==> src/rtl/rx_link_monitor.sv <==
// Receive-side link monitor: word history, saturating counters, link-state FSM
// with activity timeout and link_up qualifier, blink-coded status LEDs.
module rx_link_monitor #(
    parameter int W         = 8,
    parameter int DEPTH     = 4,
    parameter int CNT_W     = 16,
    parameter int BLINK_W   = 24,
    parameter int TIMEOUT   = 2**20,
    parameter int LINK_GOOD = 16
) (
    input  logic                     clk_i,
    input  logic                     rst_i,
    input  logic [W-1:0]             d_in_i,
    input  logic                     d_in_valid_i,
    input  logic                     reframe_i,
    input  logic [$clog2(DEPTH)-1:0] sel_i,
    input  logic                     clr_counts_i,
    output logic [W-1:0]             d_last_o,
    output logic [W-1:0]             d_hist_o,
    output logic [CNT_W-1:0]         byte_count_o,
    output logic [CNT_W-1:0]         reframe_count_o,
    output logic                     data_led_o,
    output logic                     reframe_led_o,
    output logic                     link_up_o
);
    localparam int TMR_W = $clog2(TIMEOUT);
    localparam int GR_W  = $clog2(LINK_GOOD + 1);
    localparam logic [CNT_W-1:0] CNT_MAX = '1;
    localparam logic [TMR_W-1:0] TMR_MAX = TMR_W'(TIMEOUT - 1);
    localparam logic [GR_W-1:0]  GR_MAX  = GR_W'(LINK_GOOD);

    typedef enum logic [1:0] {S_IDLE, S_DATA, S_REFRAME} state_t;

    state_t                  state_q, state_d;
    logic [DEPTH-1:0][W-1:0] hist_q, hist_d;
    logic [CNT_W-1:0]        byte_q, byte_d;
    logic [CNT_W-1:0]        rfc_q, rfc_d;
    logic [BLINK_W-1:0]      presc_q, presc_d;
    logic [TMR_W-1:0]        tmr_q, tmr_d;
    logic [GR_W-1:0]         gr_q, gr_d;
    logic                    rf_q;
    logic                    dled_q, dled_d;
    logic                    rled_q, rled_d;
    logic                    link_q, link_d;

    logic activity, tmr_at_max, timeout, rf_rise;

    assign activity   = d_in_valid_i | reframe_i;
    assign tmr_at_max = (tmr_q == TMR_MAX);
    // Any activity this cycle pre-empts the timeout event.
    assign timeout    = tmr_at_max & ~activity;
    assign rf_rise    = reframe_i & ~rf_q;

    always_comb begin
        hist_d = hist_q;
        if (d_in_valid_i) begin
            hist_d[0] = d_in_i;
            for (int i = 1; i < DEPTH; i++) hist_d[i] = hist_q[i-1];
        end

        presc_d = presc_q + BLINK_W'(1);

        byte_d = byte_q;
        if (clr_counts_i)                         byte_d = '0;
        else if (d_in_valid_i && byte_q != CNT_MAX) byte_d = byte_q + CNT_W'(1);

        rfc_d = rfc_q;
        if (clr_counts_i)                   rfc_d = '0;
        else if (rf_rise && rfc_q != CNT_MAX) rfc_d = rfc_q + CNT_W'(1);

        tmr_d = tmr_q;
        if (activity)         tmr_d = '0;
        else if (!tmr_at_max) tmr_d = tmr_q + TMR_W'(1);

        // Reframe kills the good run even when a valid word lands alongside it.
        gr_d = gr_q;
        if (reframe_i || timeout)              gr_d = '0;
        else if (d_in_valid_i && gr_q != GR_MAX) gr_d = gr_q + GR_W'(1);

        link_d = (gr_d == GR_MAX);
    end

    always_comb begin
        state_d = state_q;
        dled_d  = 1'b0;
        rled_d  = 1'b0;
        if (d_in_valid_i)   state_d = S_DATA;
        else if (reframe_i) state_d = S_REFRAME;
        else if (timeout)   state_d = S_IDLE;

        case (state_d)
            S_DATA:    dled_d = presc_d[BLINK_W-1];
            S_REFRAME: rled_d = presc_d[BLINK_W-1];
            default:   ;
        endcase
    end

    always_ff @(posedge clk_i) begin
        if (rst_i) begin
            state_q <= S_IDLE;
            hist_q  <= '0;
            byte_q  <= '0;
            rfc_q   <= '0;
            presc_q <= '0;
            tmr_q   <= '0;
            gr_q    <= '0;
            rf_q    <= 1'b0;
            dled_q  <= 1'b0;
            rled_q  <= 1'b0;
            link_q  <= 1'b0;
        end else begin
            state_q <= state_d;
            hist_q  <= hist_d;
            byte_q  <= byte_d;
            rfc_q   <= rfc_d;
            presc_q <= presc_d;
            tmr_q   <= tmr_d;
            gr_q    <= gr_d;
            rf_q    <= reframe_i;
            dled_q  <= dled_d;
            rled_q  <= rled_d;
            link_q  <= link_d;
        end
    end

    assign d_last_o        = hist_q[0];
    assign d_hist_o        = hist_q[sel_i];
    assign byte_count_o    = byte_q;
    assign reframe_count_o = rfc_q;
    assign data_led_o      = dled_q;
    assign reframe_led_o   = rled_q;
    assign link_up_o       = link_q;
endmodule

==> config.mk <==
export PLATFORM = sky130hd
export DESIGN_NAME = rx_link_monitor
export DESIGN_NICKNAME = d
export VERILOG_FILES = /design/src/rtl/rx_link_monitor.sv
export SDC_FILE = /design/constraint.sdc
export NUM_CORES = 1
export LEC_CHECK = 0
export BUFFER_PORTS_ARGS = -buffer_cell sky130_fd_sc_hd__buf_4
export CORE_ASPECT_RATIO = 0.8
export CORE_MARGIN = 3
export CORE_UTILIZATION = 51
export DETAILED_ROUTE_END_ITERATION = 8
export PLACE_DENSITY = 0.74
export SLEW_MARGIN = 10
export SYNTH_ARGS = -nofsm -noshare
export SYNTH_HDL_FRONTEND = slang
export SYNTH_SLANG_ARGS = --single-unit
==> constraint.sdc <==
create_clock -name clk_i -period 1.6 [get_ports clk_i]
set_input_delay 0.32 -clock clk_i [delete_from_list [all_inputs] [get_ports clk_i]]
set_output_delay 0.32 -clock clk_i [all_outputs]
set_load 0.005 [all_outputs]
Word level (Yosys, flattened, before mapping)
Cells that the tools add are included.
Storage, ports and cells
  output and inout bits: 51
  logic and storage cells: 49
  flip-flop bits (word level): 119
  bits of input ports: 15
Cells by class
  add/sub/neg operators: 5
  mux-type cells: 7
  eq/ne operators: 7
  reduce and logical (&&, ||, !) cells: 8
  $lt $le $gt $ge: 1
  bitwise operators: 7
Operator list (count)
  16-bit by 1-bit adder with 16-bit output (second input constant): 2
  16-bit != test (second input constant): 2
  24-bit by 1-bit adder with 24-bit output (second input constant): 1
  20-bit by 1-bit adder with 20-bit output (second input constant): 1
  20-bit == test (second input constant): 1
  8-bit binary-select mux with 2-bit select: 1
  5-bit 2-to-1 mux: 2
  8-bit 2-to-1 mux: 1
  2-bit OR reduction: 4
  2-bit 2-to-1 mux: 3
  5-bit by 1-bit adder with 5-bit output (second input constant): 1
  5-bit == test (second input constant): 1
  5-bit != test (second input constant): 1
  1-bit NOT: 4
  1-bit logical AND: 3
  2-bit by 3-bit less-than comparator with 1-bit output (second input constant): 1
  1-bit AND: 2
  2-bit by 1-bit == test with 1-bit output (second input constant): 1
  2-bit == test (second input constant): 1
  1-bit logical OR: 1
  1-bit OR: 1

Depth between registers and ports, before layout
  depth in word-level cells: 9
  mapped depth: 7
  depth with buffers taken out: 6

Least setup slack after synthesis
OpenSTA, ideal clock, no wires.
  kind: register to register
  from: register byte_q[0] (netlist: byte_count_o[0])
  to: register byte_q[14] (netlist: byte_count_o[14])
  library setup time: 0.116 ns
  clock period less this slack: 1.767 ns
  path slack: -0.167 ns
  stages on the path, launching flop included: 6
  path buffers: 0
  required time: 1.484 ns
  arrival time: 1.651 ns
  cell sequence: dfxtp_1 ha_1 nand4_1 nor4_1 a31oi_1 a41o_1
On the way
  longest elaborated chain between the ends: 2
  elaborated cells between the ends (all ways): 3
  those cells by class: 1 x add/sub; 1 x eq/ne; 1 x reduce/logical
Ends and longest elaborated chain
  from (decl): line 36  | logic [CNT_W-1:0] byte_q, byte_d;
  from (signal assigned): line 114  | byte_q <= byte_d;
  branches (longest 2 deep; another with 16-bit by 1-bit adder with 16-bit output)
Several ways; the timed one is not identified.
A chain may end at the register's enable or synchronous reset.

Worst setup path after layout
  from: register hist_q[27] in the netlist's numbering
  to: output d_hist_o[3]
On the way
  longest elaborated chain between the ends: 2
Ends and longest elaborated chain
  from (decl): line 35  | logic [DEPTH-1:0][W-1:0] hist_q, hist_d;
  from (signal assigned): line 113  | hist_q <= hist_d;
  8-bit binary-select mux with 2-bit select: line 127  | assign d_hist_o = hist_q[sel_i];
  8-bit 2-to-1 mux (not written as such): line 127
  to (decl): line 19  | output logic [W-1:0] d_hist_o,
Every way passes these cells. The select of a mux whose other input is x is not followed.

==> metrics.cfg <==
[run_status]
violations=negative setup slack
status=finished with violations

[hold_path]
hp-class=primary input to flop
min_from=d_in_i[4]

[cts]
clk_latency_ps=420
cts_tree=yes
cts_sinks=119
cts_buffer_depth=2
cts_buffers=17
clkTransAtPathRegs_ps=60
htreeDepth=4
cts-root-buf=clkbuf_16

[route]
wirelength_um=20230
drt_iter0_drc=631
drc=0
drt_pass1_iterations=8
drtAntennaViolNets=0
viasPerCell=6.378
vias=6397
wl_per_cell_um=20.17

[power]
pwr-share-clk=0.542
switching_power_uw=1721
irDropWorstVdd_uv=1312
seqPwrFrac=0.399
leakagePower_uw=0.003572
p_int_uw=5901
power_uw=7622
p_per_area_nw_per_um2=873.9
swShare=0.2258
power_frac_comb=0.059

[timing]
maxSlewHeadroom=0.7056
rsz0062_at_grt=yes
fin_crit_ps=1736
setup-tns-final_ps=-805.7
fin_ws_ps=-135.7
skew_ps=8.302
fmax_mhz=576.1
timing_worst_slew_pin_value_ps=441.7
post-route-period-util=1.085
finalSetupViolations=13
hold_violations=0
drv_slew=0

[global_routing]
antenna_found_initial=0
grt_max_degree=31
grt_first_pass_wirelength_um=29090
grt_pass1_vias=6047
track_usage=0.2819
grt_overflow=0

[logic_synthesis]
ys_seq_elements=119
avgSynthCellArea_um2=9.001
synth_edf_count=0
ys_types=55
synth-async-reset-ratio=0
synth.cell_area_um2=5715
yosys_warnings=0
ys.flop_type=dfxtp_1
postSynthCellCount=635
ys_seq_area_frac=0.4168
syn_nets=656

[place]
place_congestion=0.9006
placed_cell_area_um2=7258
port_buffers=65
placed_cells=927
dpl.hpwl_um=10660

[critical_path]
critical_path_class=flop to primary output
end_kind=primary output
required_ps=1280
crit_start=hist_q[27]
cp.arrival_ps=1420
cp-start-kind=flop
critPathMaxFanout=2
r2r-start=gr_q[0]

[final_layout]
finalInstanceArea_um2=8722
drive_gt1_frac=0.4902
final_common_cell=buf_4
layout_common_cells=buf_4 (220), nor2_1 (62), dfxtp_1 (58), dfxtp_2 (55), nand2_1 (44)
nNetsFinal=872
post-route-util=0.8252
areaGrowthSynthToFinish_pct=52.61
filler_cell_count=582
n_antenna_cell=0
final_cell_count_no_fill=1003

[die]
core_area_um2=10570
core.rowCount=33
die_x_um=124.4
die-area_um2=12520
initial_core_util=0.5407
io-pin-count=66
die_height_um=100.7

[run]
maxCapViolations=0

power by group through the flow:
| stage | combinational [µW] | clock (µW) | sequential (µW) |
|---|---|---|---|
| 3_5_place_dp | 358 | 0 | 3100 |
| 2_1_floorplan | 224 | 0 | 3100 |
| 5_1_grt | 481 | 4270 | 3040 |
| 4_1_cts | 411 | 4080 | 3030 |
| 3_3_place_gp | 345 | 0 | 3100 |
| 6_report | 451 | 4130 | 3040 |
layer usage:
layer | part of all wire | wire (µm) | GRT usage
met5 | 0 | 0 | 0
met1 | 0.40 | 8010 | 0.3317
met3 | 0.069 | 1401 | 0.06674
met4 | 0.039 | 787 | 0.1104
met2 | 0.50 | 10030 | 0.5029
layout make-up:
class                           count  area (µm²)  share of cell area
Clock inverter                     12       173.9             0.01994
Clock buffer                       19       452.9             0.05193
Sequential cell                   119        2474              0.2836
Tap cell                          140       175.2             0.02008
Timing Repair Buffer              237        1837              0.2106
Inverter                           13       48.80            0.005595
Multi-Input combinational cell    463        3561              0.4083
synth_stat cells, types with 8 or more instances:
cell      number  area share
a211oi_1      11       0.014
a21oi_1       41       0.036
a31oi_1        8      0.0088
and3_1         8      0.0088
and4_1        11       0.017
buf_4          8       0.011
clkbuf_1      23       0.015
dfxtp_1      119        0.42
inv_1         13      0.0085
mux2i_1       40       0.070
mux4_2         8       0.032
nand2_1       46       0.030
nand3_1       33       0.029
nand4_1       18       0.020
nor2_1        62       0.041
nor3_1        10      0.0088
nor4_1         9      0.0099
o21ai_0       25       0.022
o31ai_1       17       0.022
or3_1         24       0.026
or4_1         17       0.022
xnor2_1       11       0.017
sequential cells by signal (all words and copies together) (netlist names):
signal,flops
data_led_o,1
hist_q,24
byte_count_o,16
reframe_led_o,1
state_q,2
tmr_q,20
rf_q,1
d_last_o,8
link_up_o,1
presc_q,24
reframe_count_o,16
gr_q,5
critical path, stage by stage, from the launching register on:
cell     delay (ps)
dfxtp_2         340
mux4_2          510
buf_6           140
metrics by stage:
stage / hold WS [ps] / setup WS [ps]
6_report: 141.6 / -135.7
5_1_grt: 153.9 / -149.1
4_1_cts: 134.3 / -75.76
3_5_place_dp: 432.5 / -151.0
3_3_place_gp: 424.0 / -69.72
2_1_floorplan: 416.1 / -22.26
final timing paths:
path,cells after the start,slack [ps],endpoint
worst min register to register,1,450,presc_q[0]
worst max-delay path,2,-140,d_hist_o[3]
worst max register to register,8,-60,link_up_o
worst min-delay path,3,140,d_last_o[4]
cell families (layout without fill, tap and decap cells):
logic type	after synthesis	count (layout)	synth area share
flops	119	119	0.4168
buf+inv	53	281	0.04159
simple gates	262	262	0.2487
xor+xnor	17	17	0.02605
mux	48	48	0.1016
fa+ha+maj	6	6	0.01313
compound gates	130	130	0.1521
what timing repair did:
| action | CTS | global route |
|---|---|---|
| resized for setup | 65 | 87 |
| endpoints found under the setup margin | 35 | 51 |
| cloned | 1 | 1 |
| pin swaps | 26 | 39 |
| setup buffers | 30 | 15 |
| hold buffers | 0 | 0 |
Power figures use the tool's default switching activity.
